===== src/rtl/mac_seq_pkg.sv =====
// Shared types and constants for the MAC operand sequencer and its operand FIFO.
package mac_seq_pkg;

  localparam int OPW = 8;
  localparam int ACCW = 16;
  localparam logic [ACCW-1:0] SAT_VAL = 16'hFFFF;
  localparam int WORDW = 2 * OPW + 1;

  typedef enum logic [2:0] {
    IDLE,
    CLEAR,
    RUN,
    WAIT,
    CAPTURE,
    RESULT
  } seq_state_e;

  // One buffered operand pair, laid out as {last, a, b}.
  typedef struct packed {
    logic           last;
    logic [OPW-1:0] a;
    logic [OPW-1:0] b;
  } fifo_word_t;

endpackage


===== src/rtl/mac_operand_fifo.sv =====
// Show-ahead synchronous FIFO for operand pairs. The pointers carry one extra
// wrap bit, so full and empty can be told apart without a separate counter.
module mac_operand_fifo
  import mac_seq_pkg::*;
#(
  parameter int DEPTH = 4
) (
  input  logic       clock,
  input  logic       reset_n,
  input  logic       push_i,
  input  fifo_word_t wdata_i,
  input  logic       pop_i,
  output fifo_word_t rdata_o,
  output logic       full_o,
  output logic       empty_o
);

  localparam int AW = $clog2(DEPTH);

  fifo_word_t    mem_q [DEPTH];
  logic [AW:0]   wptr_q;
  logic [AW:0]   rptr_q;
  logic          doPush;
  logic          doPop;

  assign full_o  = (wptr_q[AW] != rptr_q[AW]) && (wptr_q[AW-1:0] == rptr_q[AW-1:0]);
  assign empty_o = (wptr_q == rptr_q);
  assign doPush  = push_i && !full_o;
  assign doPop   = pop_i && !empty_o;
  assign rdata_o = mem_q[rptr_q[AW-1:0]];

  // Storage array; contents are don't-care while empty, so it needs no reset.
  always_ff @(posedge clock) begin
    if (doPush) begin
      mem_q[wptr_q[AW-1:0]] <= wdata_i;
    end
  end

  // Pointer update; wrapping through the extra bit is intentional.
  always_ff @(posedge clock or negedge reset_n) begin
    if (!reset_n) begin
      wptr_q <= '0;
      rptr_q <= '0;
    end else begin
      if (doPush) begin
        wptr_q <= wptr_q + (AW+1)'(1);
      end
      if (doPop) begin
        rptr_q <= rptr_q + (AW+1)'(1);
      end
    end
  end

endmodule


===== src/rtl/mac_operand_sequencer.sv =====
// Feeds buffered operand pairs into an external accumulate-every-cycle MAC.
// The MAC is cleared before each vector, fed zeros whenever no pair is ready,
// and the finished sum is captured and offered on a result handshake.
module mac_operand_sequencer
  import mac_seq_pkg::*;
#(
  parameter int DEPTH = 4,
  parameter int CNT_W = 8
) (
  input  logic             clock,
  input  logic             reset_n,
  input  logic             in_valid,
  output logic             in_ready,
  input  logic [OPW-1:0]   in_a,
  input  logic [OPW-1:0]   in_b,
  input  logic             in_last,
  output logic [OPW-1:0]   mac_a,
  output logic [OPW-1:0]   mac_b,
  output logic             mac_clear,
  input  logic [ACCW-1:0]  mac_s,
  output logic             result_valid,
  input  logic             result_ready,
  output logic [ACCW-1:0]  result_data,
  output logic [CNT_W-1:0] result_count,
  output logic             result_sat
);

  localparam logic [CNT_W-1:0] CNT_MAX = '1;

  seq_state_e       state_q;
  logic [OPW-1:0]   mac_a_q;
  logic [OPW-1:0]   mac_b_q;
  logic             mac_clear_q;
  logic [CNT_W-1:0] count_q;
  logic [CNT_W-1:0] count_d;
  logic             result_valid_q;
  logic [ACCW-1:0]  result_data_q;
  logic [CNT_W-1:0] result_count_q;
  logic             result_sat_q;

  fifo_word_t       pushWord;
  fifo_word_t       headWord;
  logic             fifoFull;
  logic             fifoEmpty;
  logic             fifoPush;
  logic             fifoPop;

  assign pushWord = '{last: in_last, a: in_a, b: in_b};
  assign in_ready = !fifoFull;
  assign fifoPush = in_valid && !fifoFull;
  assign fifoPop  = (state_q == RUN) && !fifoEmpty;

  mac_operand_fifo #(
    .DEPTH(DEPTH)
  ) u_fifo (
    .clock   (clock),
    .reset_n (reset_n),
    .push_i  (fifoPush),
    .wdata_i (pushWord),
    .pop_i   (fifoPop),
    .rdata_o (headWord),
    .full_o  (fifoFull),
    .empty_o (fifoEmpty)
  );

  // Element count sticks at its maximum instead of wrapping on long vectors.
  always_comb begin
    count_d = count_q;
    if (count_q != CNT_MAX) begin
      count_d = count_q + CNT_W'(1);
    end
  end

  // Sequencer FSM; every output is a register loaded for the state being entered.
  always_ff @(posedge clock or negedge reset_n) begin
    if (!reset_n) begin
      state_q        <= IDLE;
      mac_a_q        <= '0;
      mac_b_q        <= '0;
      mac_clear_q    <= 1'b1;
      count_q        <= '0;
      result_valid_q <= 1'b0;
      result_data_q  <= '0;
      result_count_q <= '0;
      result_sat_q   <= 1'b0;
    end else begin
      mac_a_q     <= '0;
      mac_b_q     <= '0;
      mac_clear_q <= 1'b0;
      case (state_q)
        IDLE: begin
          if (!fifoEmpty) begin
            state_q     <= CLEAR;
            mac_clear_q <= 1'b1;
          end
        end
        CLEAR: begin
          count_q <= '0;
          state_q <= RUN;
        end
        RUN: begin
          if (!fifoEmpty) begin
            mac_a_q <= headWord.a;
            mac_b_q <= headWord.b;
            count_q <= count_d;
            if (headWord.last) begin
              state_q <= WAIT;
            end
          end
        end
        WAIT: begin
          state_q <= CAPTURE;
        end
        CAPTURE: begin
          result_data_q  <= mac_s;
          result_sat_q   <= (mac_s == SAT_VAL);
          result_count_q <= count_q;
          result_valid_q <= 1'b1;
          state_q        <= RESULT;
        end
        RESULT: begin
          if (result_ready) begin
            result_valid_q <= 1'b0;
            state_q        <= IDLE;
          end
        end
        default: begin
          state_q <= IDLE;
        end
      endcase
    end
  end

  assign mac_a        = mac_a_q;
  assign mac_b        = mac_b_q;
  assign mac_clear    = mac_clear_q;
  assign result_valid = result_valid_q;
  assign result_data  = result_data_q;
  assign result_count = result_count_q;
  assign result_sat   = result_sat_q;

endmodule


===== config.mk =====
export PLATFORM = sky130hd
export DESIGN_NAME = mac_operand_sequencer
export DESIGN_NICKNAME = d
export VERILOG_FILES = /design/src/rtl/mac_seq_pkg.sv /design/src/rtl/mac_operand_fifo.sv /design/src/rtl/mac_operand_sequencer.sv
export SDC_FILE = /design/constraint.sdc
export NUM_CORES = 1
export LEC_CHECK = 0
export ABC_AREA = 1
export CORE_ASPECT_RATIO = 1.75
export CORE_MARGIN = 8
export CORE_UTILIZATION = 35
export CTS_BUF_LIST = sky130_fd_sc_hd__clkbuf_8
export CTS_CLUSTER_DIAMETER = 100
export DETAILED_ROUTE_END_ITERATION = 16
export GPL_TIMING_DRIVEN = 0
export PLACE_DENSITY_LB_ADDON = 0.1
export SYNTH_ARGS = -nofsm -noshare
export SYNTH_HDL_FRONTEND = slang
export SYNTH_SLANG_ARGS = --single-unit

===== constraint.sdc =====
create_clock -name clock -period 2.2 [get_ports clock]
set_input_delay 0.22 -clock clock [delete_from_list [all_inputs] [get_ports clock]]
set_output_delay 0.22 -clock clock [all_outputs]
set_load 0.05 [all_outputs]

==> reports/qor.csv <==
stage,metric,value,unit
floorplan,Initial Util,35.41,%
logic_synthesis,ys flop type,edfxtp_1,
power_and_ir_drop,worst vdd ir,0.6695,mV
floorplan,FP Rows,59,
critical_path,cells along the critical path,"buf_6, inv_4, nand2_1, nand2_2, nand4_2, clkdlybuf4s15_2",
finish,share of cells above drive strength 1,11.87,%
job,max-cap violations,0,
clock_tree,Root Buffer,clkbuf_8,
status,status,finished clean,
finish,Antenna diodes,0,
global_routing,met3 usage,3.355,%
global_routing,GRT Max-Usage Layer,met2,
floorplan,core area,14690,um2
power_and_ir_drop,Psw,3909,uW
sta,final hold violation count,0,
sta,RSZ-0062 raised after global routing,no,
critical_path,Worst setup EP type,output pin,
floorplan,I/O Pins,81,
global_routing,antenna violations before repair,0,
sta,Slew @ Worst Pin,801.2,ps
global_routing,pin count of the biggest net entering global routing,61,
finish,area delta synth->final,28.84,%
power_and_ir_drop,Design Power,9278,uW
power_and_ir_drop,Leak,0.002772,uW
critical_path,critical path arrival,1830,ps
drt,post-detailed-route via-to-cell ratio,4.703,
power_and_ir_drop,clock power share,20.0,%
logic_synthesis,Yosys cell types,30,
placed_design,HPWL after DPL,8.506,mm
power_and_ir_drop,Power Density,1384,nW/um2
global_routing,number of global-route vias before repair,3952,
clock_tree,post-CTS repair timing setup buffer count,0,
logic_synthesis,synth cell count leaders,"nand2_1 (117), nor2_1 (79), edfxtp_1 (68), dfrtp_1 (59), o21ai_0 (36)",
power_and_ir_drop,Comb pwr share,42.6,%
logic_synthesis,number of synthesized register bits,128,
critical_path,Reg2Reg Setup Slack,210,ps
clock_tree,CTS tree,built,
clock_tree,Worst-path clk slew,70,ps
logic_synthesis,mean area per synthesized cell,10.81,um2
clock_tree,worst-skew pair later-pin latency,430,ps
global_routing,first-pass GRT wire length,20.03,mm
global_routing,GR Util met2,24.37,%
power_and_ir_drop,Sw Ratio,42.13,%
global_routing,grt met1 use,14.19,%
drt,via count,3673,
drt,Iteration-0 DRC Markers,116,
floorplan,Die X-Extent,108.2,um
sta,"Min Clock Period, post-route",2049,ps
sta,Setup-failing EPs final,0,
placed_design,Port-buffer cells,80,
drt,Avg WL per Cell,15.72,um
sta,setup TNS,0,ps
logic_synthesis,Netlist Area Pre-Place,5201,um2
sta,max-slew violations,0,
power_and_ir_drop,Int Pwr,5369,uW
sta,relative slew slack,46.59,%
logic_synthesis,Yosys top cell by area,edfxtp_1,
drt,DRT antenna net count,0,
critical_path,Worst setup SP type,register,
logic_synthesis,most numerous cell in the Yosys netlist,nand2_1,
critical_path,WP buf/inv,3,
critical_path,critical path's slowest cell,dfrtp_1,
logic_synthesis,Gate Count Post-Synth,481,
logic_synthesis,top cell type's share of synthesized area,39.26,%
sta,WHS,365.0,ps
sta,max frequency,488.1,MHz
power_and_ir_drop,Seq pwr share,37.3,%
clock_tree,CTS buffer count,17,
logic_synthesis,top post-synthesis cells by area,"edfxtp_1 (39%), dfrtp_1 (28%), nand2_1 (8.4%)",
critical_path,crit-path leading delay family,buffers and inverters,
floorplan,die area,19170,um2
clock_tree,H-tree Lvls,4,
floorplan,Vert. Die Dim,177.3,um
logic_synthesis,"Seq/Total Area, Yosys",68.15,%
critical_path,Crit Path Category,register to output pin,
drt,1st-pass router iterations,4,
logic_synthesis,ys async rst share,46.88,%
min_path,Worst Hold Class,primary input to register,
finish,fill cell count,1431,
finish,nets,628,
critical_path,"Req. time, crit path",1980,ps
critical_path,worst-path maximum fanout,9,
logic_synthesis,Synth Warn #,0,
clock_tree,CTS sink cnt,128,
global_routing,GR Util All Layers,13.59,%
logic_synthesis,Synth Net Count,524,
drt,Total Wirelength,12.28,mm
clock_tree,clk buf depth,2,
sta,Clock Skews,14.90,ps
sta,fin crit share,93.13,%
critical_path,crit-path max cell delay,400,ps
logic_synthesis,Post-synth EDFFs,68,
drt,DRC violations left,0,
placed_design,GP Congestion,0.7335,
global_routing,total gr overflow,0,
[power groups by stage]
stage | Sequential, uW | Combinational, uW | Clock, uW
3_5_place_dp | 3520 | 4030 | 0
3_3_place_gp | 3520 | 3860 | 0
2_1_floorplan | 4440 | 1650 | 0
5_1_grt | 3540 | 4320 | 2020
4_1_cts | 3470 | 4040 | 1910
6_report | 3470 | 3950 | 1860
[worst register-to-register path: stages (launching register included)]
cell and delay [ps]:
dfrtp_1 440, inv_1 120, nand2_1 90, nand2_2 100, nand4_2 160, nand2_2 160
nor2_2 400, buf_16 210
[layer usage]
layer | vias up | wire, um
met5 | - | 0
met4 | 0 | 335
met3 | 29 | 569
met2 | 83 | 6524
met1 | 1767 | 4850
li1 | 1794 | -
[final cells by class]
| cell class | instances | area (um2) | area share, % |
|---|---|---|---|
| flip-flops and latches | 128 | 3545 | 52.89 |
| multi-input cells | 308 | 1459 | 21.77 |
| repair buffers | 85 | 894.6 | 13.35 |
| clock buffers | 18 | 247.7 | 3.697 |
| well taps | 183 | 229.0 | 3.417 |
| clock inverters | 14 | 118.9 | 1.774 |
| inverters | 29 | 113.9 | 1.699 |
| plain buffers | 16 | 93.84 | 1.400 |
[cells by family after synthesis]
kind of cell | synth area share [%]
and+or+nand+nor | 19.15
buffers and inverters | 3.993
adders and majority gates | 1.443
AOI/OAI and AO/OA | 5.749
xor gates and xnor gates | 1.516
DFF | 68.15
[flip-flops by register name (all words and copies together), names as in the netlist]
name,count
count_q,8
mac_a,8
mac_b,8
mac_clear,1
result_count,8
result_data,16
result_sat,1
result_valid,1
state_q,3
u_fifo.mem_q,68
u_fifo.rptr_q,3
u_fifo.wptr_q,3
[worst paths after layout]
path / from / endpoint / cells past startpoint
max: u_fifo.rptr_q[0]$_DFFE_PN0P_ / in_ready / 6
min: mac_s[8] / result_data[8]$_DFFE_PN0P_ / 3
max reg2reg: u_fifo.wptr_q[0]$_DFFE_PN0P_ / u_fifo.mem_q[3][12]$_DFFE_PP_ / 7
min reg2reg: result_data[5]$_DFFE_PN0P_ / result_data[5]$_DFFE_PN0P_ / 2
max in group asynchronous: reset_n / state_q[1]$_DFFE_PN0P_ / 2
min in group asynchronous: reset_n / result_data[15]$_DFFE_PN0P_ / 2
[per-stage QoR]
step	setup slack (ps)	area [um2]	util, %	cells
final	151.2	6701	45.62	781
after global routing	17.50	6701	45.62	781
after CTS	94.74	6701	45.62	781
after detailed placement	183.4	6324	43.05	748
after global placement	-1213	6231	42.42	744
after floorplan	-103.8	5201	-	481
[cell usage in the layout (no fill, tap or decap), types with 3 or more instances in the layout]
| master | synthesis | final |
|---|---|---|
| nor2_2 | 2 | 6 |
| clkinvlp_4 | 0 | 3 |
| clkinv_4 | 0 | 3 |
| nand2_1 | 117 | 117 |
| inv_1 | 24 | 26 |
| edfxtp_1 | 68 | 68 |
| inv_2 | 3 | 3 |
| o21ai_0 | 36 | 36 |
| buf_2 | 9 | 9 |
| a21oi_1 | 17 | 17 |
| nor2_1 | 79 | 75 |
| nand4_1 | 6 | 6 |
| clkbuf_8 | 0 | 18 |
| ha_1 | 6 | 6 |
| o21ai_1 | 5 | 5 |
| clkinv_2 | 0 | 3 |
| nand3_1 | 23 | 23 |
| nand2_2 | 4 | 4 |
| clkbuf_1 | 4 | 4 |
| dfrtp_1 | 59 | 59 |
| clkdlybuf4s50_1 | 0 | 78 |
| buf_6 | 3 | 3 |
[repair_timing]
| action | 4_1_cts | 5_1_grt |
|---|---|---|
| resized for setup | 3 | 0 |
| setup endpoints to repair | 1 | 0 |
| hold buffers | 1 | 0 |
| hold endpoints to repair | 59 | 0 |
Note: power is estimated with default switching activity, not from simulation.
